--- config.mk ---
export PLATFORM = sky130hd
export DESIGN_NAME = riscv_id_decode_ctrl_flat
export DESIGN_NICKNAME = d
export VERILOG_FILES = /design/src/rtl/riscv_id_decode_ctrl.sv /design/src/rtl/riscv_id_decode_ctrl_if.sv /design/src/flat_wrapper.sv
export SDC_FILE = /design/constraint.sdc
export NUM_CORES = 1
export LEC_CHECK = 0
export BUFFER_PORTS_ARGS = -buffer_cell sky130_fd_sc_hd__buf_2
export CAP_MARGIN = 0
export CORE_MARGIN = 1.5
export CORE_UTILIZATION = 40
export CTS_CLUSTER_DIAMETER = 40
export DETAILED_ROUTE_END_ITERATION = 6
export PLACE_DENSITY = 0.59
export SLEW_MARGIN = 20
export SYNTH_ARGS = -nofsm -noshare
export SYNTH_HDL_FRONTEND = slang
export SYNTH_HIERARCHICAL = 1
export SYNTH_SLANG_ARGS = --single-unit
--- constraint.sdc ---
create_clock -name i_clk -period 30.2 [get_ports i_clk]
set_input_delay 6.04 -clock i_clk [delete_from_list [all_inputs] [get_ports i_clk]]
set_output_delay 6.04 -clock i_clk [all_outputs]
set_load 0.02 [all_outputs]
--- src/rtl/riscv_id_decode_ctrl.sv ---
// RISC-V decode-stage controller: opcode decode, immediate generation and a
// 2-entry skid buffer (OUT + SKID) feeding the ID/EX boundary.
package riscv_pkg;
    localparam logic [2:0] IMM_I_TYPE = 3'd0;
    localparam logic [2:0] IMM_S_TYPE = 3'd1;
    localparam logic [2:0] IMM_B_TYPE = 3'd2;
    localparam logic [2:0] IMM_U_TYPE = 3'd3;
    localparam logic [2:0] IMM_J_TYPE = 3'd4;
    localparam logic [2:0] IMM_NONE   = 3'd7;
endpackage

module riscv_id_imm_gen
    import riscv_pkg::*;
#(
    parameter int DATA_WIDTH = 64
) (
    input  logic [31:7]           instr,
    input  logic [2:0]            imm_sel,
    output logic [DATA_WIDTH-1:0] imm_data
);
    always_comb begin
        unique case (imm_sel)
            IMM_I_TYPE: imm_data = {{(DATA_WIDTH-12){instr[31]}}, instr[31:20]};
            IMM_S_TYPE: imm_data = {{(DATA_WIDTH-12){instr[31]}}, instr[31:25], instr[11:7]};
            IMM_B_TYPE: imm_data = {{(DATA_WIDTH-13){instr[31]}}, instr[31], instr[7],
                                    instr[30:25], instr[11:8], 1'b0};
            IMM_U_TYPE: imm_data = {{(DATA_WIDTH-32){instr[31]}}, instr[31:12], 12'b0};
            IMM_J_TYPE: imm_data = {{(DATA_WIDTH-21){instr[31]}}, instr[31], instr[19:12],
                                    instr[20], instr[30:21], 1'b0};
            default:    imm_data = '0;
        endcase
    end
endmodule

module riscv_id_decode_ctrl
    import riscv_pkg::*;
#(
    parameter int DATA_WIDTH  = 64,
    parameter int INSTR_WIDTH = 32
) (
    input logic                   i_clk,
    input logic                   i_rst,
    riscv_id_decode_ctrl_if.slave bus
);
    // State encoding is {SKID valid, OUT valid}.
    localparam logic [1:0] S_EMPTY = 2'b00;
    localparam logic [1:0] S_ONE   = 2'b01;
    localparam logic [1:0] S_FULL  = 2'b11;

    logic [1:0] state, state_next;
    logic       ready_q;
    logic       accept, drain;
    logic       load_out, out_from_skid, load_skid;

    logic [2:0]             dec_sel;
    logic                   dec_illegal;
    logic [DATA_WIDTH-1:0]  dec_imm;

    logic [INSTR_WIDTH-1:0] out_instr, skid_instr;
    logic [DATA_WIDTH-1:0]  out_pc, skid_pc;
    logic [DATA_WIDTH-1:0]  out_imm, skid_imm;
    logic [2:0]             out_sel, skid_sel;
    logic                   out_illegal, skid_illegal;

    always_comb begin
        // NOTE: every always_comb output gets a default first so no path infers a latch.
        dec_sel     = IMM_NONE;
        dec_illegal = 1'b0;
        unique case (bus.i_instr[6:0])
            7'b0000011, 7'b0010011, 7'b0011011,
            7'b1100111, 7'b1110011:             dec_sel = IMM_I_TYPE;
            7'b0100011:                         dec_sel = IMM_S_TYPE;
            7'b0110111, 7'b0010111:             dec_sel = IMM_U_TYPE;
            7'b1101111:                         dec_sel = IMM_J_TYPE;
            7'b1100011:                         dec_sel = IMM_B_TYPE;
            7'b0110011, 7'b0111011:             dec_sel = IMM_NONE;
            default:                            dec_illegal = 1'b1;
        endcase
    end

    riscv_id_imm_gen #(.DATA_WIDTH(DATA_WIDTH)) u_imm_gen (
        .instr    (bus.i_instr[31:7]),
        .imm_sel  (dec_sel),
        .imm_data (dec_imm)
    );

    assign accept = bus.i_valid & ready_q;
    assign drain  = state[0] & bus.i_ready;

    always_comb begin
        state_next    = state;
        load_out      = 1'b0;
        out_from_skid = 1'b0;
        load_skid     = 1'b0;
        case (state)
            S_EMPTY: if (accept) begin
                state_next = S_ONE;
                load_out   = 1'b1;
            end
            S_ONE: begin
                if (accept && drain) begin
                    load_out = 1'b1;
                end else if (accept) begin
                    state_next = S_FULL;
                    load_skid  = 1'b1;
                end else if (drain) begin
                    state_next = S_EMPTY;
                end
            end
            S_FULL: if (drain) begin
                state_next    = S_ONE;
                load_out      = 1'b1;
                out_from_skid = 1'b1;
            end
            default: state_next = S_EMPTY;
        endcase
        // Flush empties the buffer; a drain this cycle has already been taken downstream.
        if (bus.i_flush) state_next = S_EMPTY;
    end

    // ready is a pure function of next occupancy, so i_ready never reaches o_ready combinationally.
    always_ff @(posedge i_clk) begin
        if (i_rst) begin
            state   <= S_EMPTY;
            ready_q <= 1'b0;
        end else begin
            state   <= state_next;
            ready_q <= ~state_next[1];
        end
    end

    always_ff @(posedge i_clk) begin
        if (i_rst) begin
            out_instr   <= '0;
            out_pc      <= '0;
            out_imm     <= '0;
            out_sel     <= IMM_NONE;
            out_illegal <= 1'b0;
        end else if (load_out) begin
            out_instr   <= out_from_skid ? skid_instr   : bus.i_instr;
            out_pc      <= out_from_skid ? skid_pc      : bus.i_pc;
            out_imm     <= out_from_skid ? skid_imm     : dec_imm;
            out_sel     <= out_from_skid ? skid_sel     : dec_sel;
            out_illegal <= out_from_skid ? skid_illegal : dec_illegal;
        end
    end

    // NOTE: skid payload has no reset; it is only observed after a load, gated by state[1].
    always_ff @(posedge i_clk) begin
        if (load_skid) begin
            skid_instr   <= bus.i_instr;
            skid_pc      <= bus.i_pc;
            skid_imm     <= dec_imm;
            skid_sel     <= dec_sel;
            skid_illegal <= dec_illegal;
        end
    end

    assign bus.o_ready    = ready_q;
    assign bus.o_valid    = state[0];
    assign bus.o_instr    = out_instr;
    assign bus.o_pc       = out_pc;
    assign bus.o_imm_sel  = out_sel;
    assign bus.o_imm_data = out_imm;
    assign bus.o_illegal  = out_illegal;
endmodule
--- src/rtl/riscv_id_decode_ctrl_if.sv ---
// Fetch-to-execute handshake bundle for the decode controller.
// The controller sits on the slave modport; fetch/execute (or a bench) use master.
interface riscv_id_decode_ctrl_if #(
    parameter int DATA_WIDTH  = 64,
    parameter int INSTR_WIDTH = 32
);
    logic                   i_valid;
    logic                   o_ready;
    logic [INSTR_WIDTH-1:0] i_instr;
    logic [DATA_WIDTH-1:0]  i_pc;
    logic                   i_flush;
    logic                   o_valid;
    logic                   i_ready;
    logic [INSTR_WIDTH-1:0] o_instr;
    logic [DATA_WIDTH-1:0]  o_pc;
    logic [2:0]             o_imm_sel;
    logic [DATA_WIDTH-1:0]  o_imm_data;
    logic                   o_illegal;

    modport master (
        output i_valid, i_instr, i_pc, i_flush, i_ready,
        input  o_ready, o_valid, o_instr, o_pc, o_imm_sel, o_imm_data, o_illegal
    );

    modport slave (
        input  i_valid, i_instr, i_pc, i_flush, i_ready,
        output o_ready, o_valid, o_instr, o_pc, o_imm_sel, o_imm_data, o_illegal
    );
endinterface

--- src/flat_wrapper.sv ---
// flat-port wrapper written by rule: the top's interface ports become plain ports
module riscv_id_decode_ctrl_flat import riscv_pkg::*;
#(
    parameter int DATA_WIDTH  = 64,
    parameter int INSTR_WIDTH = 32
)
  (i_clk, i_rst, bus_i_valid, bus_i_instr, bus_i_pc, bus_i_flush, bus_i_ready, bus_o_ready, bus_o_valid, bus_o_instr, bus_o_pc, bus_o_imm_sel, bus_o_imm_data, bus_o_illegal);
  riscv_id_decode_ctrl_if #(.DATA_WIDTH(DATA_WIDTH), .INSTR_WIDTH(INSTR_WIDTH)) bus_i ();
  input logic i_clk;
  input logic i_rst;
  input wire logic [$bits(bus_i.i_valid)-1:0] bus_i_valid;
  input wire logic [$bits(bus_i.i_instr)-1:0] bus_i_instr;
  input wire logic [$bits(bus_i.i_pc)-1:0] bus_i_pc;
  input wire logic [$bits(bus_i.i_flush)-1:0] bus_i_flush;
  input wire logic [$bits(bus_i.i_ready)-1:0] bus_i_ready;
  output wire logic [$bits(bus_i.o_ready)-1:0] bus_o_ready;
  output wire logic [$bits(bus_i.o_valid)-1:0] bus_o_valid;
  output wire logic [$bits(bus_i.o_instr)-1:0] bus_o_instr;
  output wire logic [$bits(bus_i.o_pc)-1:0] bus_o_pc;
  output wire logic [$bits(bus_i.o_imm_sel)-1:0] bus_o_imm_sel;
  output wire logic [$bits(bus_i.o_imm_data)-1:0] bus_o_imm_data;
  output wire logic [$bits(bus_i.o_illegal)-1:0] bus_o_illegal;
  assign bus_i.i_valid = bus_i_valid;
  assign bus_i.i_instr = bus_i_instr;
  assign bus_i.i_pc = bus_i_pc;
  assign bus_i.i_flush = bus_i_flush;
  assign bus_i.i_ready = bus_i_ready;
  assign bus_o_ready = bus_i.o_ready;
  assign bus_o_valid = bus_i.o_valid;
  assign bus_o_instr = bus_i.o_instr;
  assign bus_o_pc = bus_i.o_pc;
  assign bus_o_imm_sel = bus_i.o_imm_sel;
  assign bus_o_imm_data = bus_i.o_imm_data;
  assign bus_o_illegal = bus_i.o_illegal;
  riscv_id_decode_ctrl #(.DATA_WIDTH(DATA_WIDTH), .INSTR_WIDTH(INSTR_WIDTH)) u_core (.i_clk(i_clk), .i_rst(i_rst), .bus(bus_i));
endmodule
==> run metrics <==
status finished, final reports clean; Leak 6.348 nW; post-synth top area share 0.3612; Core Area 33530 sq um; WHS 461.2 ps; fill count 3091; share of cells above drive strength 1 0.3139; post-synthesis cell count 1245; Clock Latency Late Sink 560 ps; largest net degree at the start of global routing 153; Via Count 9987; Vias/cell 5.188; clock slew at reported path FFs 60 ps; commonest cells after routing, fill and taps aside nand2_1 (349), buf_2 (265), dfxtp_1 (167); dominant cell type by area after synthesis edfxtp_1; RePlAce Congestion 0.7630; Finished Layout Cells 1925; PD cells 71.96 nW/um^2; Setup WS post-layout 21920 ps; delay of the slowest cell on the worst path 640 ps; final WL 33690 um; area growth from synthesis to layout 22.01%; Final Critical Period 8278 ps; most common cell after layout, fill and taps aside nand2_1; post-CTS sizing 0; IO Count 267; unrepaired setup endpoints after global routing no; f_max 0.1208 GHz; DIE HEIGHT 187.6 um; Final Skew 8.878 ps; Total Routing Usage GR 0.1896; setup total negative slack 0 ps; clock sinks 331; CTS tree built; grt total ovfl 0; setup bufs post-CTS 0; CTS Buf Count 49; Worst Tran Pin Value 1111 ps; IO buf count 266; Netlist Area Pre-Place 13640 sq um; Root Driver clkbuf_16; nets@finish 1535; Final Util 0.4962; Max VDD drop 49.53 uV; Final ANT Viol Nets 0; crit-path cells buf_2 > nor2b_1 > o211ai_1 > a31oi_2 > nand2_1 > nor2b_1 > a21oi_1 > o22ai_1 > nand2_1 > a311oi_1; H-tree depth 2; ys async rst share 0; post-detail-place hpwl 19370 um; first drt pass iteration count 5; clk buf depth 3; 1st-iter DRT viols 699; DR WL/cell 17.50 um; first-pass GRT wire length 53610 um; Die Width 187.6 um; Yosys reg bits 331; die area 35210 sq um; normalized max-slew margin 0.2591; Post-synth EDFFs 164; Net Count, Synth 1346; sequential fraction of the synthesis area 0.6063; vias in the first global route 9552; initial antenna violation count 3; final count of pins violating max slew 0; Starting Density 0.4066; Hold Buf Count CTS 0; WP data arrival 8740 ps; max cap viols 0; worst hold path type flop to flop; top post-synthesis cells by area edfxtp_1 (36%), dfxtp_1 (25%), a311oi_2 (9.8%); CP startpoint kind primary input; syn_area_per_cell 10.95 sq um; Tcrit/Tclk final 0.2741; Place WS 21340 ps; slowest stage cell on the critical path nor2b_1; critical setup path kind primary input to flop; Final setup viols 0; yosys warns 6; # rows 67; Main synth FF type dfxtp_1; Cells after DPL 1830; Worst Setup End Kind flop; Yosys cell types 43; Final Hold Fails 0; maximum fanout along the worst path 20; DR DRC count 0; Worst Path Required 30660 ps
[cell usage after synthesis, types with 2 or more instances]
cell and number:
a211o_1 4, a21oi_1 21, a311oi_1 72, a311oi_2 89, a31oi_1 3, and2b_1 2
buf_2 34, buf_4 43, buf_6 13, clkbuf_1 46, dfxtp_1 167, edfxtp_1 164
inv_1 7, mux2_2 4, nand2_1 349, nand2b_1 7, nor2_1 166, nor2b_1 10
nor3_1 4, o211ai_1 2, o21ai_0 3, o22ai_1 14
[worst max-delay path, delay by kind of cell]
family | cells | cell delay, ps
buffers and inverters | 1 | 180
AND/OR/NAND/NOR | 4 | 1410
AO/OA/AOI/OAI | 5 | 1090
[metrics by stage]
step	cell area [sq um]	total power, mW
after floorplan	13640	0.5687
after global placement	14820	0.5980
after detailed placement	14830	0.6001
after CTS	16600	1.212
after global routing	16640	1.241
final	16640	1.197
[report_power, final]
group | internal, mW | total [mW] | switching [mW]
registers | 0.486 | 0.493 | 0.00745
logic | 0.0338 | 0.0973 | 0.0635
clock network | 0.391 | 0.607 | 0.215
total | 0.911 | 1.20 | 0.286
[layout make-up]
type	instances	area (sq um)	area share
inverter	7	26.28	0.001579
tap	448	560.5	0.03369
antenna	2	5.005	0.0003008
multi-input combinational	770	4564	0.2743
timing repair buffer	275	1441	0.08664
clock inverter	36	466.7	0.02805
clock buffer	56	1305	0.07844
sequential	331	8268	0.4970
[path summary, 6_finish.rpt]
path / depth (start not counted) / slack [ps] / from / end
max: 10 / 21920 / bus_i_instr[2] / u_core/bus.o_imm_data[12]
min: 1 / 460 / u_core/bus.o_imm_sel[2] / u_core/bus.o_imm_sel[2]
max reg2reg: 6 / 26970 / u_core/state[1] / u_core/bus.o_imm_data[38]
min reg2reg: 1 / 460 / u_core/bus.o_imm_sel[2] / u_core/bus.o_imm_sel[2]
[state kept, by name (all words and copies together), names as in the netlist]
name and flops:
u_core/bus.o_illegal 1, u_core/bus.o_imm_data 64, u_core/bus.o_imm_sel 3, u_core/bus.o_instr 32, u_core/bus.o_pc 64, u_core/bus.o_ready 1, u_core/skid_illegal 1, u_core/skid_imm 64
u_core/skid_instr 32, u_core/skid_pc 64, u_core/skid_sel 3, u_core/state 2
[metal layers]
metal  share of wire  GRT usage  vias up
met1            0.45     0.2622     4809
met3           0.066    0.04492       66
met4           0.030    0.07846        2
li1                -          -     4801
met5         0.00030          0        -
met2            0.45     0.2849      309
[logic make-up (layout without fill, tap and decap cells)]
| group | after synthesis | count (layout) | share of synthesized area |
|---|---|---|---|
| AND/OR/NAND/NOR | 550 | 550 | 0.1587 |
| flip-flops | 331 | 331 | 0.6063 |
| AO/OA/AOI/OAI | 214 | 214 | 0.1683 |
| buffers and inverters | 144 | 374 | 0.06175 |
| multiplexers | 5 | 5 | 0.004037 |
| adder cells (fa/ha/maj) | 1 | 1 | 0.0008258 |
| other | 0 | 2 | 0 |
Note: power is estimated with default switching activity, not from simulation.
